**src/rtl/lift_pkg.sv**
```systemverilog
// rtl/lift_pkg.sv - shared hall-call codes, button indices and lift direction constants
package lift_pkg;

    localparam int NUM_BTN = 6;

    localparam logic [2:0] REQ_NONE = 3'b000;
    localparam logic [2:0] REQ_1U   = 3'b001;
    localparam logic [2:0] REQ_2U   = 3'b010;
    localparam logic [2:0] REQ_3U   = 3'b011;
    localparam logic [2:0] REQ_2D   = 3'b110;
    localparam logic [2:0] REQ_3D   = 3'b111;
    localparam logic [2:0] REQ_4D   = 3'b100;

    localparam logic [2:0] BTN_1U = 3'd0;
    localparam logic [2:0] BTN_2U = 3'd1;
    localparam logic [2:0] BTN_3U = 3'd2;
    localparam logic [2:0] BTN_2D = 3'd3;
    localparam logic [2:0] BTN_3D = 3'd4;
    localparam logic [2:0] BTN_4D = 3'd5;

    localparam logic [1:0] STAY = 2'b00;
    localparam logic [1:0] UP   = 2'b01;
    localparam logic [1:0] DOWN = 2'b10;

    typedef enum logic [1:0] {
        ST_IDLE,
        ST_LOAD,
        ST_DISPATCH
    } sched_state_t;

    function automatic logic [2:0] code_of(input logic [2:0] idx);
        case (idx)
            BTN_1U:  return REQ_1U;
            BTN_2U:  return REQ_2U;
            BTN_3U:  return REQ_3U;
            BTN_2D:  return REQ_2D;
            BTN_3D:  return REQ_3D;
            BTN_4D:  return REQ_4D;
            default: return REQ_NONE;
        endcase
    endfunction

    function automatic logic [2:0] idx_of(input logic [2:0] code);
        case (code)
            REQ_1U:  return BTN_1U;
            REQ_2U:  return BTN_2U;
            REQ_3U:  return BTN_3U;
            REQ_2D:  return BTN_2D;
            REQ_3D:  return BTN_3D;
            REQ_4D:  return BTN_4D;
            default: return BTN_1U;
        endcase
    endfunction

endpackage

```
**src/rtl/lift_req_fifo.sv**
```systemverilog
// rtl/lift_req_fifo.sv - synchronous dispatch FIFO of 3-bit request codes
module lift_req_fifo #(
    parameter int DEPTH = 8,
    parameter int AW    = 3
) (
    input  logic          clk,
    input  logic          rst,
    input  logic          push,
    input  logic [2:0]    push_data,
    input  logic          pop,
    output logic [2:0]    head,
    output logic [AW:0]   count
);

    logic [2:0]    mem [DEPTH];
    logic [AW-1:0] wr;
    logic [AW-1:0] rd;

    // Storage needs no reset: the head is only consumed while count is nonzero.
    always_ff @(posedge clk) begin
        if (push) begin
            mem[wr] <= push_data;
        end
    end

    always_ff @(posedge clk or posedge rst) begin
        if (rst) begin
            wr    <= '0;
            rd    <= '0;
            count <= '0;
        end else begin
            if (push) begin
                wr <= wr + 1'b1;
            end
            if (pop) begin
                rd <= rd + 1'b1;
            end
            case ({push, pop})
                2'b10:   count <= count + 1'b1;
                2'b01:   count <= count - 1'b1;
                default: count <= count;
            endcase
        end
    end

    assign head = mem[rd];

endmodule

```
**src/rtl/lift_req_scheduler.sv**
```systemverilog
// rtl/lift_req_scheduler.sv - hall-call capture, round-robin enqueue and lift dispatch; LIFT_REQ_SCHED_STATS_EN adds dispatch statistics
module lift_req_scheduler
    import lift_pkg::*;
#(
    parameter int DEPTH = 8,
    parameter int AW    = 3
) (
    input  logic        clk,
    input  logic        rst,
    input  logic [5:0]  btn,
    input  logic        lift_done,
    output logic [2:0]  req_code,
    output logic        q_empty,
    output logic [5:0]  lamp,
    output logic [5:0]  served
`ifdef LIFT_REQ_SCHED_STATS_EN
    ,
    output logic [15:0] stat_dispatched,
    output logic [7:0]  stat_maxwait
`endif
);

    logic [5:0]   pend;
    logic [5:0]   queued;
    logic [2:0]   rr;
    logic [5:0]   elig;
    logic         grant_found;
    logic [2:0]   grant_idx;
    logic [3:0]   scan;
    logic [5:0]   grant_mask;
    logic [5:0]   pop_mask;
    logic [5:0]   capture;
    logic         pop;
    logic [2:0]   head;
    logic [2:0]   head_idx;
    logic [AW:0]  count;
    sched_state_t state;
    sched_state_t state_next;

    assign lamp     = pend | queued;
    assign elig     = pend & ~queued;
    assign q_empty  = (count == '0);
    assign req_code = q_empty ? REQ_NONE : head;
    assign pop      = lift_done & ~q_empty;
    assign head_idx = idx_of(head);

    always_comb begin
        grant_found = 1'b0;
        grant_idx   = '0;
        scan        = '0;
        for (int k = 0; k < NUM_BTN; k++) begin
            scan = {1'b0, rr} + 4'(k);
            if (scan >= 4'(NUM_BTN)) begin
                scan = scan - 4'(NUM_BTN);
            end
            if (!grant_found && elig[scan[2:0]]) begin
                grant_found = 1'b1;
                grant_idx   = scan[2:0];
            end
        end
    end

    assign grant_mask = grant_found ? (6'b1 << grant_idx) : 6'b0;
    assign pop_mask   = pop ? (6'b1 << head_idx) : 6'b0;
    // A press on the call being popped this edge is accepted, so the call re-queues.
    assign capture    = btn & (~lamp | pop_mask);

    lift_req_fifo #(
        .DEPTH (DEPTH),
        .AW    (AW)
    ) u_fifo (
        .clk       (clk),
        .rst       (rst),
        .push      (grant_found),
        .push_data (code_of(grant_idx)),
        .pop       (pop),
        .head      (head),
        .count     (count)
    );

    always_ff @(posedge clk or posedge rst) begin
        if (rst) begin
            pend   <= '0;
            queued <= '0;
            rr     <= '0;
            served <= '0;
        end else begin
            pend   <= (pend & ~grant_mask) | capture;
            queued <= (queued & ~pop_mask) | grant_mask;
            served <= pop_mask;
            if (grant_found) begin
                rr <= (grant_idx == 3'd5) ? 3'd0 : grant_idx + 3'd1;
            end
        end
    end

    always_comb begin
        state_next = ST_IDLE;
        if (grant_found) begin
            state_next = ST_LOAD;
        end else if (!q_empty) begin
            state_next = ST_DISPATCH;
        end
    end

    always_ff @(posedge clk or posedge rst) begin
        if (rst) begin
            state <= ST_IDLE;
        end else begin
            state <= state_next;
        end
    end

`ifdef LIFT_REQ_SCHED_STATS_EN
    logic [7:0] head_age;

    always_ff @(posedge clk or posedge rst) begin
        if (rst) begin
            stat_dispatched <= '0;
            stat_maxwait    <= '0;
            head_age        <= '0;
        end else if (pop) begin
            if (stat_dispatched != 16'hFFFF) begin
                stat_dispatched <= stat_dispatched + 16'd1;
            end
            if (head_age > stat_maxwait) begin
                stat_maxwait <= head_age;
            end
            head_age <= '0;
        end else if (!q_empty && head_age != 8'hFF) begin
            head_age <= head_age + 8'd1;
        end
    end
`endif

    a_no_overflow: assert property (@(posedge clk) disable iff (rst)
        !(grant_found && count == (AW+1)'(DEPTH)));

    a_idle_empty: assert property (@(posedge clk) disable iff (rst)
        (state == ST_IDLE) |-> q_empty);

endmodule

```
**config.mk**
```make
export PLATFORM = sky130hd
export DESIGN_NAME = lift_req_scheduler
export DESIGN_NICKNAME = d
export VERILOG_FILES = /design/src/rtl/lift_pkg.sv /design/src/rtl/lift_req_fifo.sv /design/src/rtl/lift_req_scheduler.sv
export SDC_FILE = /design/constraint.sdc
export NUM_CORES = 1
export LEC_CHECK = 0
export BUFFER_PORTS_ARGS = -buffer_cell sky130_fd_sc_hd__buf_2
export CORE_MARGIN = 3
export CORE_UTILIZATION = 60
export CTS_CLUSTER_DIAMETER = 120
export DETAILED_ROUTE_END_ITERATION = 8
export GPL_TIMING_DRIVEN = 0
export PLACE_DENSITY = 0.81
export SYNTH_ARGS = -nofsm -noshare
export SYNTH_HDL_FRONTEND = slang
export SYNTH_HIERARCHICAL = 1
export SYNTH_SLANG_ARGS = --single-unit
```
**constraint.sdc**
```tcl
create_clock -name clk -period 11.7 [get_ports clk]
set_clock_uncertainty 0.1 [all_clocks]
set_input_delay 2.34 -clock clk [delete_from_list [all_inputs] [get_ports clk]]
set_output_delay 2.34 -clock clk [all_outputs]
set_load 0.05 [all_outputs]
```
==> results of run 1 <==
==> registers in the layout, summed over array words and instances (netlist names) <==
register / cells
u_fifo/mem: 24
pend: 6
queued: 6
served: 6
u_fifo/count: 4
rr: 3
u_fifo/rd: 3
u_fifo/wr: 3
==> tightest hold or removal path, stage by stage (launching register included) <==
cell	delay, ps
dfrtp_1	390
nand2_1	60
nand2_1	60
==> final timing paths <==
kind                                     startpoint  slack (ps)                          end
worst max-delay path              rr[0]$_DFFE_PP0N_        6830  u_fifo/count[3]$_DFFE_PP0P_
worst min register to register  queued[2]$_DFF_PP0_         430          queued[2]$_DFF_PP0_
worst min-delay path            queued[2]$_DFF_PP0_         430          queued[2]$_DFF_PP0_
min in group asynchronous                       rst        1900  u_fifo/count[0]$_DFFE_PP0P_
worst max register to register    rr[0]$_DFFE_PP0N_        6830  u_fifo/count[3]$_DFFE_PP0P_
max in group asynchronous                       rst        8920          served[3]$_DFF_PP0_
==> per-stage QoR <==
| step | area (sq um) | setup WS (ps) |
|---|---|---|
| final | 3720 | 6830 |
| after global routing | 3720 | 6560 |
| after CTS | 3720 | 6930 |
| after detailed placement | 3600 | 6960 |
| after global placement | 3600 | 6990 |
| after floorplan | 3400 | 7600 |
==> kinds of logic (layout without fill, tap and decap cells) <==
group / Yosys count / in the layout / share of synthesized area (%)
xor+xnor: 15 / 15 / 3.87
mux: 21 / 21 / 8.73
simple gates: 117 / 117 / 18.9
fa+ha+maj: 14 / 14 / 5.16
flops: 55 / 55 / 44.1
compound gates: 61 / 61 / 15.3
buf+inv: 30 / 62 / 3.94
==> metal layers <==
layer	global-route usage [%]	share of wire (%)
met1	29.5	44
met2	42.0	51
met3	3.66	3.8
met4	4.56	1.2
met5	0	0
==> final cells by class <==
type | count | area share [%]
Sequential cell | 55 | 40.3
Inverter | 20 | 2.02
Buffer | 10 | 1.58
Clock buffer | 6 | 1.95
Tap cell | 70 | 2.36
Timing Repair Buffer | 24 | 3.23
Multi-Input combinational cell | 228 | 47.5
Clock inverter | 2 | 1.04
==> synthesized netlist by cell type (all sizes together), types with 6 or more instances <==
library cell	n	area (sq um)
dfrtp	31	776
nand2	27	104
edfxtp	24	721
inv	20	75.1
nor2	20	75.1
ha	14	175
nand2b	13	88.8
o21ai	10	53.8
xnor2	10	87.6
mux2	9	101
nand3	8	40.0
nor2b	7	43.8
or2	7	43.8
a22o	6	52.6
mux2i	6	60.1
mux4	6	135
==> run_summary.xml, run 1 <==
<?xml version="1.0" encoding="UTF-8"?>
<metrics>
  <group name="outcome">
    <metric name="status" unit="">finished, final reports clean</metric>
  </group>
  <group name="detailed_routing">
    <metric name="via_count" unit="">2530</metric>
    <metric name="postRouteWirelength" unit="mm">7.07</metric>
    <metric name="detail_route.wl_per_cell" unit="um">17.0</metric>
    <metric name="remaining_drc_errors" unit="">0</metric>
    <metric name="postRouteAntennaNets" unit="">0</metric>
    <metric name="detail_route.iter0.violations" unit="">161</metric>
    <metric name="vias_per_cell" unit="">6.10</metric>
    <metric name="dr.pass1.iters" unit="">5</metric>
  </group>
  <group name="timing">
    <metric name="final-hold-violation-count" unit="">0</metric>
    <metric name="hold_ws" unit="ps">433</metric>
    <metric name="unrepaired_setup_endpoints_after_global_routing" unit="">false</metric>
    <metric name="relSlewSlack" unit="%">46.9</metric>
    <metric name="timing.final.setup_violations" unit="">0</metric>
    <metric name="final_period_minus_worst_setup_slack" unit="ps">4870</metric>
    <metric name="setup_tns" unit="ps">0</metric>
    <metric name="timing_max_transition_violations_final" unit="">0</metric>
    <metric name="worstMarginPinSlew" unit="ps">795</metric>
    <metric name="timing.final.crit_share" unit="%">41.6</metric>
    <metric name="fmax" unit="MHz">205</metric>
  </group>
  <group name="synth">
    <metric name="synth.yosys.seq_area_share" unit="%">44.1</metric>
    <metric name="synth_cell_type_count" unit="">68</metric>
    <metric name="synthArstFlopShare" unit="%">56.4</metric>
    <metric name="mean_cell_area_of_the_mapped_netlist" unit="sq um">10.9</metric>
    <metric name="synth_seq_cells" unit="">55</metric>
    <metric name="netlist_area" unit="sq um">3400</metric>
    <metric name="synthesis.instances" unit="">313</metric>
    <metric name="synthesis_warnings" unit="">6</metric>
    <metric name="synth_enable_flop_cells" unit="">24</metric>
    <metric name="syn-num-nets" unit="">336</metric>
    <metric name="synthFlopType" unit="">dfrtp_1</metric>
  </group>
  <group name="clock_network">
    <metric name="htree_num_levels" unit="">2</metric>
    <metric name="cts_hold_buffers" unit="">0</metric>
    <metric name="post_cts_resize_count" unit="">0</metric>
    <metric name="clk_root_buffer_cell" unit="">clkbuf_8</metric>
    <metric name="cts_buf_count" unit="">5</metric>
    <metric name="post_cts_buffers" unit="">0</metric>
    <metric name="cts.clk_slew.worst_paths" unit="ps">110</metric>
    <metric name="tritoncts_clock_tree" unit="">done</metric>
    <metric name="cts_max_path_buffers" unit="">2</metric>
    <metric name="cts.sinks" unit="">55</metric>
    <metric name="clkLatencyLatePin" unit="ps">310</metric>
  </group>
  <group name="place">
    <metric name="global_placer_s_final_weighted_congestion" unit="">0.981</metric>
    <metric name="place_inst" unit="">407</metric>
    <metric name="numPortBuffers" unit="">24</metric>
    <metric name="dp.final_hpwl" unit="mm">5.38</metric>
  </group>
  <group name="finish">
    <metric name="multi_input_area" unit="sq um">1770</metric>
    <metric name="layout.cells.non_filler" unit="">415</metric>
    <metric name="seq_area" unit="sq um">1500</metric>
    <metric name="final.fill_count" unit="">395</metric>
    <metric name="utilization" unit="%">70.1</metric>
    <metric name="antennaDiodeCount" unit="">0</metric>
    <metric name="final_net_count" unit="">367</metric>
    <metric name="layout_common_cells" unit="">dfrtp_1, nand2_1, buf_2</metric>
    <metric name="commonest_non_fill_non_tap_cell_in_the_layout" unit="">dfrtp_1</metric>
    <metric name="layout-drive-gt1-share" unit="%">20.9</metric>
    <metric name="syn2layout_area_growth" unit="%">9.39</metric>
  </group>
  <group name="critical_path">
    <metric name="r2r.worst_path.cells" unit="">15</metric>
    <metric name="cp_data_required_time" unit="ps">11790</metric>
    <metric name="setup.worst_path.class" unit="">reg2reg</metric>
    <metric name="cp_common_cell" unit="">clkbuf_1</metric>
    <metric name="timing.critical_path.cells" unit="">inv_2 -&gt; ha_1 -&gt; clkbuf_1 -&gt; clkbuf_1 -&gt; o31ai_1 -&gt; o21a_1 -&gt; o311ai_1 -&gt; nand3_1 -&gt; or3_1 -&gt; clkbuf_1 -&gt; inv_1 -&gt; ha_1 -&gt; or3b_4 -&gt; a2111oi_4 -&gt; o221ai_2</metric>
    <metric name="cp_top_family" unit="">buffers and inverters</metric>
    <metric name="critical_path.max_stage_delay" unit="ps">580</metric>
    <metric name="critPathBufInv" unit="">5</metric>
    <metric name="timing.critical_path.slowest_stage_cell" unit="">dfrtp_1</metric>
    <metric name="timing.critical_path.fanout_max" unit="">12</metric>
    <metric name="critical_path_cell_count" unit="">15</metric>
    <metric name="critPathLaunchType" unit="">flop</metric>
    <metric name="sort_of_element_at_the_end_of_the_critical_path" unit="">flop</metric>
    <metric name="critical_path_arrival" unit="ps">4960</metric>
  </group>
  <group name="grt">
    <metric name="largest_net_degree_at_the_start_of_global_routing" unit="">22</metric>
    <metric name="overflow" unit="">0</metric>
    <metric name="track_usage" unit="%">23.2</metric>
    <metric name="first_global_vias" unit="">2463</metric>
    <metric name="grt_first_pass_wirelength" unit="mm">11.8</metric>
    <metric name="antenna_found_initial" unit="">0</metric>
  </group>
  <group name="floorplanning">
    <metric name="dieArea" unit="sq um">6600</metric>
    <metric name="std_cell_rows" unit="">26</metric>
    <metric name="fp.coreArea" unit="sq um">5300</metric>
    <metric name="initial_core_util" unit="%">64.1</metric>
    <metric name="chipWidth" unit="um">81.2</metric>
    <metric name="floorplan.io_pins" unit="">25</metric>
    <metric name="fp.dieH" unit="um">81.2</metric>
  </group>
  <group name="worst_hold_path">
    <metric name="whs_path_depth" unit="">2</metric>
    <metric name="worst_hold_path_type" unit="">reg2reg</metric>
  </group>
  <group name="run">
    <metric name="max_cap_violations" unit="">0</metric>
  </group>
</metrics>
Power of run 1 is left out: the tool's default activity adds up to more than one toggle a clock period on the data nets, which glitch-free logic cannot reach.
==> inputs of run 2 (changes only) <==
Clock period 11.7 ns to 4.8 ns, I/O delays scaled along.
==> run_summary.xml, run 2 (same netlist as run 1, synthesis figures left out) <==
<?xml version="1.0" encoding="UTF-8"?>
<metrics>
  <group name="timing">
    <metric name="final_period_minus_worst_setup_slack" unit="ps">4470</metric>
    <metric name="relSlewSlack" unit="%">46.9</metric>
    <metric name="hold_ws" unit="ps">431</metric>
    <metric name="setup_tns" unit="ps">0</metric>
    <metric name="timing_max_transition_violations_final" unit="">0</metric>
    <metric name="timing.final.crit_share" unit="%">93.1</metric>
    <metric name="fmax" unit="MHz">224</metric>
    <metric name="final-hold-violation-count" unit="">0</metric>
    <metric name="timing.final.setup_violations" unit="">0</metric>
    <metric name="unrepaired_setup_endpoints_after_global_routing" unit="">false</metric>
    <metric name="worstMarginPinSlew" unit="ps">795</metric>
  </group>
  <group name="run">
    <metric name="max_cap_violations" unit="">0</metric>
  </group>
  <group name="critical_path">
    <metric name="critPathLaunchType" unit="">flop</metric>
    <metric name="critical_path_arrival" unit="ps">4600</metric>
    <metric name="setup.worst_path.class" unit="">reg2reg</metric>
    <metric name="sort_of_element_at_the_end_of_the_critical_path" unit="">flop</metric>
    <metric name="timing.critical_path.fanout_max" unit="">12</metric>
    <metric name="cp_data_required_time" unit="ps">4930</metric>
  </group>
  <group name="finish">
    <metric name="commonest_non_fill_non_tap_cell_in_the_layout" unit="">dfrtp_1</metric>
    <metric name="multi_input_area" unit="sq um">1770</metric>
    <metric name="final.fill_count" unit="">393</metric>
    <metric name="antennaDiodeCount" unit="">0</metric>
    <metric name="registers.top_by_ff_count" unit="">u_fifo/mem</metric>
    <metric name="final_net_count" unit="">366</metric>
    <metric name="largest_register_ff_count" unit="">24</metric>
    <metric name="seq_area" unit="sq um">1500</metric>
    <metric name="layout_common_cells" unit="">dfrtp_1, nand2_1, buf_2</metric>
    <metric name="layout.cell_area.non_filler" unit="sq um">3720</metric>
    <metric name="layout.cells.non_filler" unit="">414</metric>
    <metric name="layout-drive-gt1-share" unit="%">21.8</metric>
    <metric name="syn2layout_area_growth" unit="%">9.58</metric>
  </group>
  <group name="clock_network">
    <metric name="cts.clk_slew.worst_paths" unit="ps">100</metric>
    <metric name="cts_hold_buffers" unit="">0</metric>
    <metric name="post_cts_buffers" unit="">0</metric>
    <metric name="cts.sinks" unit="">55</metric>
    <metric name="htree_num_levels" unit="">2</metric>
    <metric name="clk_root_buffer_cell" unit="">clkbuf_8</metric>
    <metric name="cts_max_path_buffers" unit="">2</metric>
    <metric name="cts_buf_count" unit="">5</metric>
    <metric name="tritoncts_clock_tree" unit="">done</metric>
    <metric name="clkLatencyLatePin" unit="ps">300</metric>
  </group>
  <group name="grt">
    <metric name="largest_net_degree_at_the_start_of_global_routing" unit="">22</metric>
    <metric name="antenna_found_initial" unit="">0</metric>
    <metric name="overflow" unit="">0</metric>
    <metric name="first_global_vias" unit="">2463</metric>
    <metric name="track_usage" unit="%">23.2</metric>
    <metric name="grt_first_pass_wirelength" unit="mm">11.8</metric>
  </group>
  <group name="detailed_routing">
    <metric name="postRouteAntennaNets" unit="">0</metric>
    <metric name="remaining_drc_errors" unit="">0</metric>
    <metric name="detail_route.wl_per_cell" unit="um">17.1</metric>
    <metric name="via_count" unit="">2517</metric>
    <metric name="vias_per_cell" unit="">6.08</metric>
    <metric name="detail_route.iter0.violations" unit="">189</metric>
    <metric name="postRouteWirelength" unit="mm">7.09</metric>
    <metric name="dr.pass1.iters" unit="">5</metric>
  </group>
  <group name="place">
    <metric name="numPortBuffers" unit="">24</metric>
    <metric name="dp.final_hpwl" unit="mm">5.38</metric>
    <metric name="placed_cell_area" unit="sq um">3600</metric>
    <metric name="place_inst" unit="">407</metric>
    <metric name="global_placer_s_final_weighted_congestion" unit="">0.981</metric>
  </group>
  <group name="floorplanning">
    <metric name="chipWidth" unit="um">81.2</metric>
    <metric name="initial_core_util" unit="%">64.1</metric>
    <metric name="fp.dieH" unit="um">81.2</metric>
    <metric name="fp.coreArea" unit="sq um">5300</metric>
    <metric name="floorplan.io_pins" unit="">25</metric>
    <metric name="dieArea" unit="sq um">6600</metric>
    <metric name="std_cell_rows" unit="">26</metric>
  </group>
  <group name="outcome">
    <metric name="status" unit="">finished, final reports clean</metric>
  </group>
  <group name="worst_hold_path">
    <metric name="worst_hold_path_type" unit="">reg2reg</metric>
  </group>
</metrics>
[run 2: changes by cell type in the layout (fill, tap and decap cells not counted)]
cell,previous run,this run
dfrtp_2,0,1
clkbuf_1,6,4
clkbuf_2,0,1
o311ai_2,0,1
o311ai_1,1,0
dfrtp_1,31,30
[run 2: worst paths after layout]
kind                                           from                          end  slack (ps)  depth (start not counted)
worst max register to register    rr[1]$_DFFE_PP0N_  u_fifo/count[3]$_DFFE_PP0P_         330                         14
max in group asynchronous                       rst            rr[0]$_DFFE_PP0N_        3360                          2
worst min-delay path            queued[2]$_DFF_PP0_          queued[2]$_DFF_PP0_         430                          2
worst min register to register  queued[2]$_DFF_PP0_          queued[2]$_DFF_PP0_         430                          2
min in group asynchronous                       rst  u_fifo/count[0]$_DFFE_PP0P_         520                          2
worst max-delay path              rr[1]$_DFFE_PP0N_  u_fifo/count[3]$_DFFE_PP0P_         330                         14
[run 2: final cells by class]
| type | instances | share of cell area [%] |
|---|---|---|
| multi-input cells | 228 | 47.7 |
| repair buffers | 24 | 3.23 |
| plain buffers | 9 | 1.51 |
| well taps | 70 | 2.35 |
| clock inverters | 2 | 1.04 |
| inverters | 20 | 2.02 |
| clock buffers | 6 | 1.95 |
| flip-flops and latches | 55 | 40.2 |
[run 2: critical path: stages, from the launching register on]
cell and delay [ps]:
dfrtp_1 540, inv_1 190, ha_1 430, or3b_1 380, a211o_1 330, and2_1 160
o21ai_0 190, or3_1 180, clkbuf_1 450, inv_1 150, ha_1 300, clkbuf_1 220
or4b_1 560, a21o_1 180, o221ai_2 50
[run 2: per-layer routing]
| metal | vias up | share of wire [%] | GRT usage [%] | wire [um] |
|---|---|---|---|---|
| met2 | 73 | 51 | 42.0 | 3640 |
| met5 | - | 0 | 0 | 0 |
| met4 | 0 | 1.0 | 4.56 | 73 |
| met1 | 1239 | 44 | 29.5 | 3130 |
| li1 | 1199 | - | - | - |
| met3 | 6 | 3.6 | 3.66 | 256 |
[run 2: repair_timing]
item / 4_1_cts / 5_1_grt
hold endpoints to repair: 0 / 0
resized for setup: 0 / 4
endpoints found under the setup margin: 0 / 3
[run 2: through the flow]
step / util, % / setup slack, ps
floorplan: - / 790
global placement: 68.0 / 86.0
detailed placement: 68.0 / 56.3
CTS: 70.1 / 33.3
global route: 70.2 / 24.1
finish: 70.2 / 330
Power of run 2 is left out for the same reason.
==> inputs of run 3 (changes only) <==
Settings changed: CORE_MARGIN 3 to 5, RECOVER_POWER from default to 50.
==> run_summary.xml, run 3 (same netlist as run 1, synthesis figures left out) <==
<?xml version="1.0" encoding="UTF-8"?>
<metrics>
  <group name="outcome">
    <metric name="status" unit="">finished, final reports clean</metric>
  </group>
  <group name="finish">
    <metric name="final_net_count" unit="">366</metric>
    <metric name="registers.top_by_ff_count" unit="">u_fifo/mem</metric>
    <metric name="layout-drive-gt1-share" unit="%">15.4</metric>
    <metric name="layout.cell_area.non_filler" unit="sq um">3670</metric>
    <metric name="antennaDiodeCount" unit="">0</metric>
    <metric name="final.fill_count" unit="">457</metric>
    <metric name="syn2layout_area_growth" unit="%">8.07</metric>
    <metric name="utilization" unit="%">66.7</metric>
    <metric name="largest_register_ff_count" unit="">24</metric>
    <metric name="commonest_non_fill_non_tap_cell_in_the_layout" unit="">dfrtp_1</metric>
    <metric name="layout_common_cells" unit="">dfrtp_1, nand2_1, edfxtp_1</metric>
    <metric name="layout.cells.non_filler" unit="">416</metric>
  </group>
  <group name="grt">
    <metric name="gr_peak_layer" unit="">met2</metric>
    <metric name="global_route.usage.met2" unit="%">38.2</metric>
    <metric name="global_route.usage.met3" unit="%">3.59</metric>
    <metric name="antenna_found_initial" unit="">0</metric>
    <metric name="grt_first_pass_wirelength" unit="mm">12.0</metric>
    <metric name="largest_net_degree_at_the_start_of_global_routing" unit="">22</metric>
    <metric name="track_usage" unit="%">21.0</metric>
    <metric name="first_global_vias" unit="">2457</metric>
    <metric name="overflow" unit="">0</metric>
    <metric name="grt.met1_usage" unit="%">25.7</metric>
  </group>
  <group name="floorplanning">
    <metric name="std_cell_rows" unit="">27</metric>
    <metric name="initial_core_util" unit="%">61.7</metric>
    <metric name="floorplan.io_pins" unit="">25</metric>
    <metric name="fp.coreArea" unit="sq um">5510</metric>
    <metric name="fp.dieH" unit="um">85.2</metric>
    <metric name="dieArea" unit="sq um">7270</metric>
    <metric name="chipWidth" unit="um">85.2</metric>
  </group>
  <group name="critical_path">
    <metric name="setup.worst_path.class" unit="">reg2reg</metric>
    <metric name="critical_path_arrival" unit="ps">4690</metric>
    <metric name="rr_endpoint" unit="">u_fifo/count[3]$_DFFE_PP0P_</metric>
    <metric name="timing.critical_path.cells" unit="">inv_1 -&gt; ha_1 -&gt; or3b_1 -&gt; a211o_1 -&gt; and2_1 -&gt; o21ai_0 -&gt; or3_1 -&gt; clkbuf_1 -&gt; inv_1 -&gt; ha_1 -&gt; clkbuf_1 -&gt; or4b_1 -&gt; a21o_1 -&gt; o221ai_2</metric>
    <metric name="critPathLaunchType" unit="">flop</metric>
    <metric name="sort_of_element_at_the_end_of_the_critical_path" unit="">flop</metric>
    <metric name="critical_path.reg2reg.startpoint" unit="">rr[1]$_DFFE_PP0N_</metric>
    <metric name="r2r.worst_path.cells" unit="">14</metric>
    <metric name="timing.critical_path.slowest_stage_cell" unit="">or4b_1</metric>
    <metric name="timing.critical_path.fanout_max" unit="">12</metric>
    <metric name="r2r_slack" unit="ps">240</metric>
    <metric name="cp_top_family" unit="">simple AND/OR/NAND/NOR gates</metric>
    <metric name="critPathBufInv" unit="">4</metric>
    <metric name="cp_data_required_time" unit="ps">4930</metric>
    <metric name="critical_path.max_stage_delay" unit="ps">560</metric>
  </group>
  <group name="detailed_routing">
    <metric name="remaining_drc_errors" unit="">0</metric>
    <metric name="dr.pass1.iters" unit="">4</metric>
    <metric name="via_count" unit="">2468</metric>
    <metric name="postRouteAntennaNets" unit="">0</metric>
    <metric name="detail_route.wl_per_cell" unit="um">17.3</metric>
    <metric name="postRouteWirelength" unit="mm">7.19</metric>
    <metric name="vias_per_cell" unit="">5.93</metric>
    <metric name="detail_route.iter0.violations" unit="">184</metric>
  </group>
  <group name="clock_network">
    <metric name="cts.sinks" unit="">55</metric>
    <metric name="tritoncts_clock_tree" unit="">done</metric>
    <metric name="cts_buf_count" unit="">5</metric>
    <metric name="clk_root_buffer_cell" unit="">clkbuf_8</metric>
    <metric name="clkLatencyLatePin" unit="ps">310</metric>
    <metric name="cts_hold_buffers" unit="">0</metric>
    <metric name="htree_num_levels" unit="">2</metric>
    <metric name="cts_max_path_buffers" unit="">2</metric>
    <metric name="cts.clk_slew.worst_paths" unit="ps">100</metric>
  </group>
  <group name="place">
    <metric name="dp.final_hpwl" unit="mm">5.58</metric>
    <metric name="numPortBuffers" unit="">24</metric>
    <metric name="global_placer_s_final_weighted_congestion" unit="">0.894</metric>
    <metric name="place_inst" unit="">409</metric>
    <metric name="placed_cell_area" unit="sq um">3610</metric>
  </group>
  <group name="timing">
    <metric name="final_period_minus_worst_setup_slack" unit="ps">4560</metric>
    <metric name="timing_max_transition_violations_final" unit="">0</metric>
    <metric name="timing.final.crit_share" unit="%">95.0</metric>
    <metric name="timing.final.setup_violations" unit="">0</metric>
    <metric name="fmax" unit="MHz">219</metric>
    <metric name="worstMarginPinSlew" unit="ps">768</metric>
    <metric name="setup_tns" unit="ps">0</metric>
    <metric name="relSlewSlack" unit="%">48.7</metric>
    <metric name="unrepaired_setup_endpoints_after_global_routing" unit="">false</metric>
    <metric name="final-hold-violation-count" unit="">0</metric>
  </group>
  <group name="worst_hold_path">
    <metric name="hp-start" unit="">u_fifo/wr[0]$_DFFE_PP0P_</metric>
    <metric name="whs_endpoint" unit="">u_fifo/wr[0]$_DFFE_PP0P_</metric>
    <metric name="whs_path_depth" unit="">1</metric>
    <metric name="worst_hold_path_type" unit="">reg2reg</metric>
  </group>
  <group name="run">
    <metric name="max_cap_violations" unit="">0</metric>
  </group>
</metrics>
run 3: timing repair:
| action | 4_1_cts | 5_1_grt |
|---|---|---|
| resized for setup | 0 | 3 |
| endpoints found under the setup margin | 0 | 3 |
| buffers inserted | 0 | 0 |
run 3: layout make-up:
cell class	instances	area [sq um]	share of cell area [%]
clock inverter	2	15.0	0.409
timing repair buffer	24	100	2.73
sequential	55	1500	40.8
inverter	20	75.1	2.04
multi-input combinational	228	1760	48.0
tap	72	90.1	2.45
clock buffer	6	82.6	2.25
buffer	9	47.5	1.30
run 3: layer usage:
metal,share of wire (%),wire (um),vias to the layer above
met5,0,0,-
met4,1.3,95,0
met3,3.6,258,8
met2,53,3840,47
met1,42,2990,1213
li1,-,-,1200
run 3: worst reg2reg max path: cells and delay by family (launching register included):
family,cells,cell delay (ps)
buf+inv,4,1050
simple gates,4,1280
flops,1,550
fa+ha+maj,2,750
compound gates,4,730
run 3: how the worst max path moves through the flow:
stage	cells past startpoint	startpoint	endpoint	slack, ps
6_report	14	rr[1]$_DFFE_PP0N_	u_fifo/count[3]$_DFFE_PP0P_	240
5_1_grt	14	rr[1]$_DFFE_PP0N_	u_fifo/count[3]$_DFFE_PP0P_	20
4_1_cts	16	rr[1]$_DFFE_PP0N_	u_fifo/count[3]$_DFFE_PP0P_	30
3_5_place_dp	16	rr[0]$_DFFE_PP0N_	u_fifo/count[3]$_DFFE_PP0P_	80
3_3_place_gp	15	rr[1]$_DFFE_PP0N_	u_fifo/count[3]$_DFFE_PP0P_	100
2_1_floorplan	16	rr[0]$_DFFE_PP0N_	u_fifo/count[3]$_DFFE_PP0P_	790
run 3: stage by stage:
stage | hold WS (ps) | setup slack, ps
6_report | 421 | 240
5_1_grt | 453 | 16.5
4_1_cts | 421 | 31.1
3_5_place_dp | 397 | 77.1
3_3_place_gp | 385 | 103
2_1_floorplan | 361 | 790
Power of run 3 is left out for the same reason.
